--- src/rtl/barcode_pkg.sv ---
// Shared types and constants for the floor-barcode receiver.
package barcode_pkg;

   localparam int unsigned FRAME_BITS = 8;
   localparam logic [1:0]  ID_PREFIX  = 2'b00;
   localparam int unsigned STALL_MULT = 4;

   typedef enum logic [2:0] {
      IDLE,
      MEAS,
      WAIT_FALL,
      SAMPLE_WAIT,
      DONE
   } state_t;

endpackage

--- src/rtl/bc_sync_edge.sv ---
// BC synchronizer and edge detector; BC_GLITCH_FILTER_EN adds a 3-tap majority filter
// ahead of the edge detector.
module bc_sync_edge (
   input  logic clk,
   input  logic rst_n,
   input  logic bc,
   output logic line,
   output logic fall,
   output logic rise
);

   logic s1, s2, prev;

`ifdef BC_GLITCH_FILTER_EN
   logic d1, d2;

   always_ff @(posedge clk) begin
      if (!rst_n) begin
         d1 <= 1'b1;
         d2 <= 1'b1;
      end else begin
         d1 <= s2;
         d2 <= d1;
      end
   end

   // Majority over the last three synchronized samples rejects single-cycle pulses.
   always_comb line = (s2 & d1) | (s2 & d2) | (d1 & d2);
`else
   always_comb line = s2;
`endif

   always_ff @(posedge clk) begin
      if (!rst_n) begin
         s1   <= 1'b1;
         s2   <= 1'b1;
         prev <= 1'b1;
      end else begin
         s1   <= bc;
         s2   <= s1;
         prev <= line;
      end
   end

   always_comb begin
      fall = prev & ~line;
      rise = ~prev & line;
   end

endmodule

--- src/rtl/barcode_rx.sv ---
// Self-timed floor-barcode decoder: the start-bit low time sets the data sample delay.
// Optional glitch filter is enabled with BC_GLITCH_FILTER_EN (see bc_sync_edge).
module barcode_rx #(
   parameter int unsigned CNT_W      = 22,
   parameter int unsigned FRAME_BITS = 8
) (
   input  logic       clk,
   input  logic       rst_n,
   input  logic       BC,
   input  logic       clr_ID_vld,
   output logic [7:0] ID,
   output logic       ID_vld
);
   import barcode_pkg::*;

   localparam int unsigned SW = CNT_W + 2;

   logic line, fall, rise;

   bc_sync_edge u_sync (
      .clk   (clk),
      .rst_n (rst_n),
      .bc    (BC),
      .line  (line),
      .fall  (fall),
      .rise  (rise)
   );

   state_t           state, state_next;
   logic [CNT_W-1:0] period_cnt, samp_cnt, t_half;
   logic [SW-1:0]    stall_cnt;
   logic [3:0]       bit_cnt;
   logic [7:0]       shreg;
   logic             sample_now, last_bit, id_ok;
   logic             period_sat, samp_sat, stall_exp;

   always_comb begin
      period_sat = &period_cnt;
      samp_sat   = &samp_cnt;
      stall_exp  = stall_cnt > (SW'(t_half) * SW'(STALL_MULT));
      sample_now = (state == SAMPLE_WAIT) && (samp_cnt == t_half);
      last_bit   = (bit_cnt + 4'd1) == 4'(FRAME_BITS);
      id_ok      = shreg[7:6] == ID_PREFIX;
      state_next = state;
      case (state)
         IDLE:        if (fall) state_next = MEAS;
         MEAS: begin
            if (rise)            state_next = WAIT_FALL;
            else if (period_sat) state_next = IDLE;
         end
         WAIT_FALL: begin
            if (fall)           state_next = SAMPLE_WAIT;
            else if (stall_exp) state_next = IDLE;
         end
         // Falling edges before the sample point are ignored as noise.
         SAMPLE_WAIT: begin
            if (sample_now)    state_next = last_bit ? DONE : WAIT_FALL;
            else if (samp_sat) state_next = IDLE;
         end
         DONE:        state_next = IDLE;
         default:     state_next = IDLE;
      endcase
   end

   always_ff @(posedge clk) begin
      if (!rst_n) begin
         state      <= IDLE;
         period_cnt <= '0;
         samp_cnt   <= '0;
         t_half     <= '0;
         stall_cnt  <= '0;
         bit_cnt    <= '0;
         shreg      <= '0;
         ID         <= '0;
         ID_vld     <= 1'b0;
      end else begin
         state <= state_next;
         case (state)
            IDLE: if (fall) period_cnt <= '0;
            MEAS: begin
               if (rise) begin
                  t_half    <= (period_cnt == '0) ? CNT_W'(1) : period_cnt;
                  bit_cnt   <= '0;
                  stall_cnt <= '0;
               end else if (!line && !period_sat) begin
                  period_cnt <= period_cnt + 1'b1;
               end
            end
            WAIT_FALL: begin
               if (fall) samp_cnt  <= '0;
               else      stall_cnt <= stall_cnt + 1'b1;
            end
            SAMPLE_WAIT: begin
               if (sample_now) begin
                  shreg     <= {shreg[6:0], line};
                  bit_cnt   <= bit_cnt + 4'd1;
                  stall_cnt <= '0;
               end else if (!samp_sat) begin
                  samp_cnt <= samp_cnt + 1'b1;
               end
            end
            DONE: if (id_ok) ID <= shreg;
            default: ;
         endcase
         // A set in DONE takes priority over a simultaneous acknowledge.
         if (state == DONE && id_ok) ID_vld <= 1'b1;
         else if (clr_ID_vld)        ID_vld <= 1'b0;
      end
   end

endmodule

--- config.mk ---
export PLATFORM = sky130hd
export DESIGN_NAME = barcode_rx
export DESIGN_NICKNAME = d
export VERILOG_FILES = /design/src/rtl/barcode_pkg.sv /design/src/rtl/bc_sync_edge.sv /design/src/rtl/barcode_rx.sv
export SDC_FILE = /design/constraint.sdc
export NUM_CORES = 1
export LEC_CHECK = 0
export ABC_CLOCK_PERIOD_IN_PS = 4200
export CORE_AREA = 2 2 126 128
export CTS_BUF_LIST = sky130_fd_sc_hd__clkbuf_4
export CTS_CLUSTER_SIZE = 40
export DETAILED_ROUTE_END_ITERATION = 8
export DIE_AREA = 0 0 128 130
export PLACE_DENSITY = 0.62
export SLEW_MARGIN = 5
export SYNTH_ARGS = -nofsm -noshare
export SYNTH_HDL_FRONTEND = slang
export SYNTH_HIERARCHICAL = 1
export SYNTH_SLANG_ARGS = --single-unit
--- constraint.sdc ---
create_clock -name clk -period 4.2 [get_ports clk]
set_clock_uncertainty 0.1 [all_clocks]
set_input_delay 0.63 -clock clk [delete_from_list [all_inputs] [get_ports clk]]
set_output_delay 0.63 -clock clk [all_outputs]
set_load 0.1 [all_outputs]
==> results.yml <==
flow_run:
  max_cap_violations: 0
timing:
  worstMarginPinSlew_ps: 979
  fin_hold_ws_ps: 328
  period_needed_ps: 2950
  setup_viol: 0
  finalCritPeriodShare_pct: 70.1
  hold_viol_final: 0
  fin_setup_tns_ps: 0
  maxSlewViolCount: 0
  grt_setup_unrepaired: "false"
  max_freq_ghz: 0.340
  relSlewSlack_pct: 34.6
critical_path:
  critPathKind: "flip-flop to flip-flop"
  reg2reg_slack_ps: 1250
  arrival_ps: 3310
  critPathLaunchType: "flip-flop"
  reg2reg_depth: 7
  path_delay_family: "simple AND/OR/NAND/NOR gates"
  path_max_fanout: 16
  crit_buf_inv: 1
  critPathRequiredTime_ps: 4560
  cp_slowest_stage_delay_ps: 770
  reg2reg_from: "samp_cnt[14]$_SDFFE_PN0P_"
  crit_path_top_delay_cell: "nor4_4"
  end_kind: "flip-flop"
  path_cells: "xor2_1, nor4_1, nand4_2, nor4_4, buf_4, a41oi_2, a311oi_2"
  rr_endpoint: "bit_cnt[3]$_SDFFE_PN0P_"
clock_network:
  cts_resized: 0
  cts_hold_buf: 0
  clockBufferDepth: 2
  ctsRootBufferMaster: "clkbuf_4"
  cts.sinks: 117
  post-cts-setup-buffers: 0
  clk_latency_ps: 540
  cts_tree: "done"
  cts_htree_levels: 4
  clk_pin_slew_ps: 100
  cts_buffers: 17
synth:
  syn_area_um2: 6040
  synth_edf_count: 0
  ys_ff_latch: 117
  syn_inst: 725
  synth_cell_types: 55
  yosys_warnings: 6
  ys_async_sr_fraction_pct: 0
  synth_fp_nets: 757
  ys.flop_type: "dfxtp_1"
  synth_area_per_cell_um2: 8.33
  yosysSeqAreaShare_pct: 38.8
grt:
  antenna_found_initial: 0
  grt_pass1_wl_mm: 22.8
  grt_max_degree: 44
  grt-ovfl-total: 0
  grt_usage_pct: 17.4
  grt_pass1_vias: 4471
die:
  die_x_um: 128
  fp-row-count: 46
  die_h_um: 130
  io_pins: 13
  start_util_pct: 39.2
  core_um2: 15400
  dieArea_um2: 16600
final_layout:
  final_common_cell: "dfxtp_1"
  syn_to_final_growth_pct: 8.80
  antenna_cells: 0
  finish.net_count: 762
  final_area_um2: 6570
  drive_gt1_share_pct: 6.46
  layout_common_cells: "dfxtp_1, nand2_1, nor2_1, xor2_1, a21oi_1"
route:
  drtPass1Iterations: 4
  drtIter0Drc: 265
  via_count: 4878
  wirelength_mm: 13.6
  drc: 0
  dr_wl_met2_mm: 5.98
  viasPerCell: 5.22
  wl_met3_um: 479
  wl_met1_mm: 6.82
  routed.top_layer: "met4"
  ant_nets: 0
  wl_per_cell_um: 14.6
placed_design:
  gp_congestion: 0.810
  dpl_cell_area_um2: 6290
  dp_hpwl_mm: 9.84
  numPortBuffers: 12
min_path:
  worstHoldStart: "u_sync/s1$_SDFF_PN1_"
  min_path_cells: 1
  holdCritPathClass: "flip-flop to flip-flop"
  worstHoldEndpoint: "u_sync/line$_SDFF_PN1_"
power_and_ir_drop:
  p_leak_nw: 2.42
  max-vdd-ir-drop_mv: 0.187
  power_density_nw_per_um2: 314
run_status:
  status: "complete, no violations"
-- routing by layer --
metal	vias to the layer above	global-route usage, %
li1	2531	-
met3	21	3.44
met1	2245	23.9
met4	0	8.02
met5	-	0
met2	81	26.4
-- sequential cells by signal, indices dropped and copies added (netlist names), 3 cells and up --
signal	count
stall_cnt	24
shreg	8
ID	8
bit_cnt	4
period_cnt	22
state	3
t_half	22
samp_cnt	22
-- worst max-delay path by stage --
stage | from | end | slack (ps) | cells past startpoint
final | samp_cnt[14]$_SDFFE_PN0P_ | bit_cnt[3]$_SDFFE_PN0P_ | 1250 | 7
after global routing | samp_cnt[13]$_SDFFE_PN0P_ | bit_cnt[3]$_SDFFE_PN0P_ | 1020 | 7
after CTS | samp_cnt[14]$_SDFFE_PN0P_ | bit_cnt[3]$_SDFFE_PN0P_ | 1310 | 7
after detailed placement | samp_cnt[14]$_SDFFE_PN0P_ | bit_cnt[3]$_SDFFE_PN0P_ | 1310 | 7
after global placement | samp_cnt[14]$_SDFFE_PN0P_ | bit_cnt[3]$_SDFFE_PN0P_ | 1340 | 7
after floorplan | period_cnt[0]$_SDFFE_PN0P_ | period_cnt[9]$_SDFFE_PN0P_ | 2010 | 8
-- kinds of logic (layout without fill, tap and decap cells) --
kind of cell	after synthesis	after routing	synth area share [%]
AND/OR/NAND/NOR	333	333	27.6
flip-flops	117	117	38.8
AO/OA/AOI/OAI	89	89	9.30
XOR/XNOR	76	76	11.0
buffers and inverters	67	85	4.97
adder cells (fa/ha/maj)	28	28	5.80
multiplexers	15	15	2.49
-- through the flow --
stage | util, % | std cells | power [mW] | setup slack (ps)
after floorplan | - | 725 | 1.22 | 2010
after global placement | 40.8 | 903 | 1.25 | 1340
after detailed placement | 40.8 | 903 | 1.25 | 1310
after CTS | 42.6 | 935 | 2.08 | 1310
after global routing | 42.6 | 935 | 2.14 | 1020
final | 42.6 | 935 | 2.06 | 1250
-- final cells by class --
| cell class | instances | area [um^2] |
|---|---|---|
| fill | 1607 | 8850 |
| sequential | 117 | 2340 |
| multi-input combinational | 541 | 3410 |
| timing repair buffer | 18 | 165 |
| tap | 192 | 240 |
| clock inverter | 13 | 139 |
| clock buffer | 19 | 143 |
| inverter | 35 | 131 |
-- synthesized netlist by cell type (2+ instances only) --
library cell	instances	area [um^2]
nor3_1	14	70.1
nand2_1	94	353
and4_1	11	96.3
or4_1	5	37.5
or3_1	7	43.8
nor2b_1	7	43.8
xor2_1	57	499
o311ai_0	3	26.3
nor3b_1	4	30.0
buf_4	4	30.0
a21oi_1	50	250
and2_1	6	37.5
nor4_1	13	81.3
buf_2	9	45.0
clkbuf_1	16	60.1
nand4b_1	2	17.5
o21ai_0	15	75.1
nand4_1	27	169
o211ai_1	2	15.0
dfxtp_1	117	2340
xnor2_1	19	166
nor2_1	86	323
nand2b_1	10	62.6
mux2i_1	15	150
or2_2	2	12.5
nor4b_1	2	17.5
o41ai_1	3	26.3
and3_1	9	56.3
o21a_1	2	15.0
buf_6	3	33.8
inv_1	34	128
nand3_1	27	135
ha_1	28	350
-- power by group --
group          switching [mW]  internal, mW  total, mW  leakage, nW
registers              0.0163          1.12       1.13        0.943
logic                  0.0633        0.0299     0.0932         1.32
clock network           0.423         0.412      0.836        0.150
Note: power is estimated with default switching activity, not from simulation.
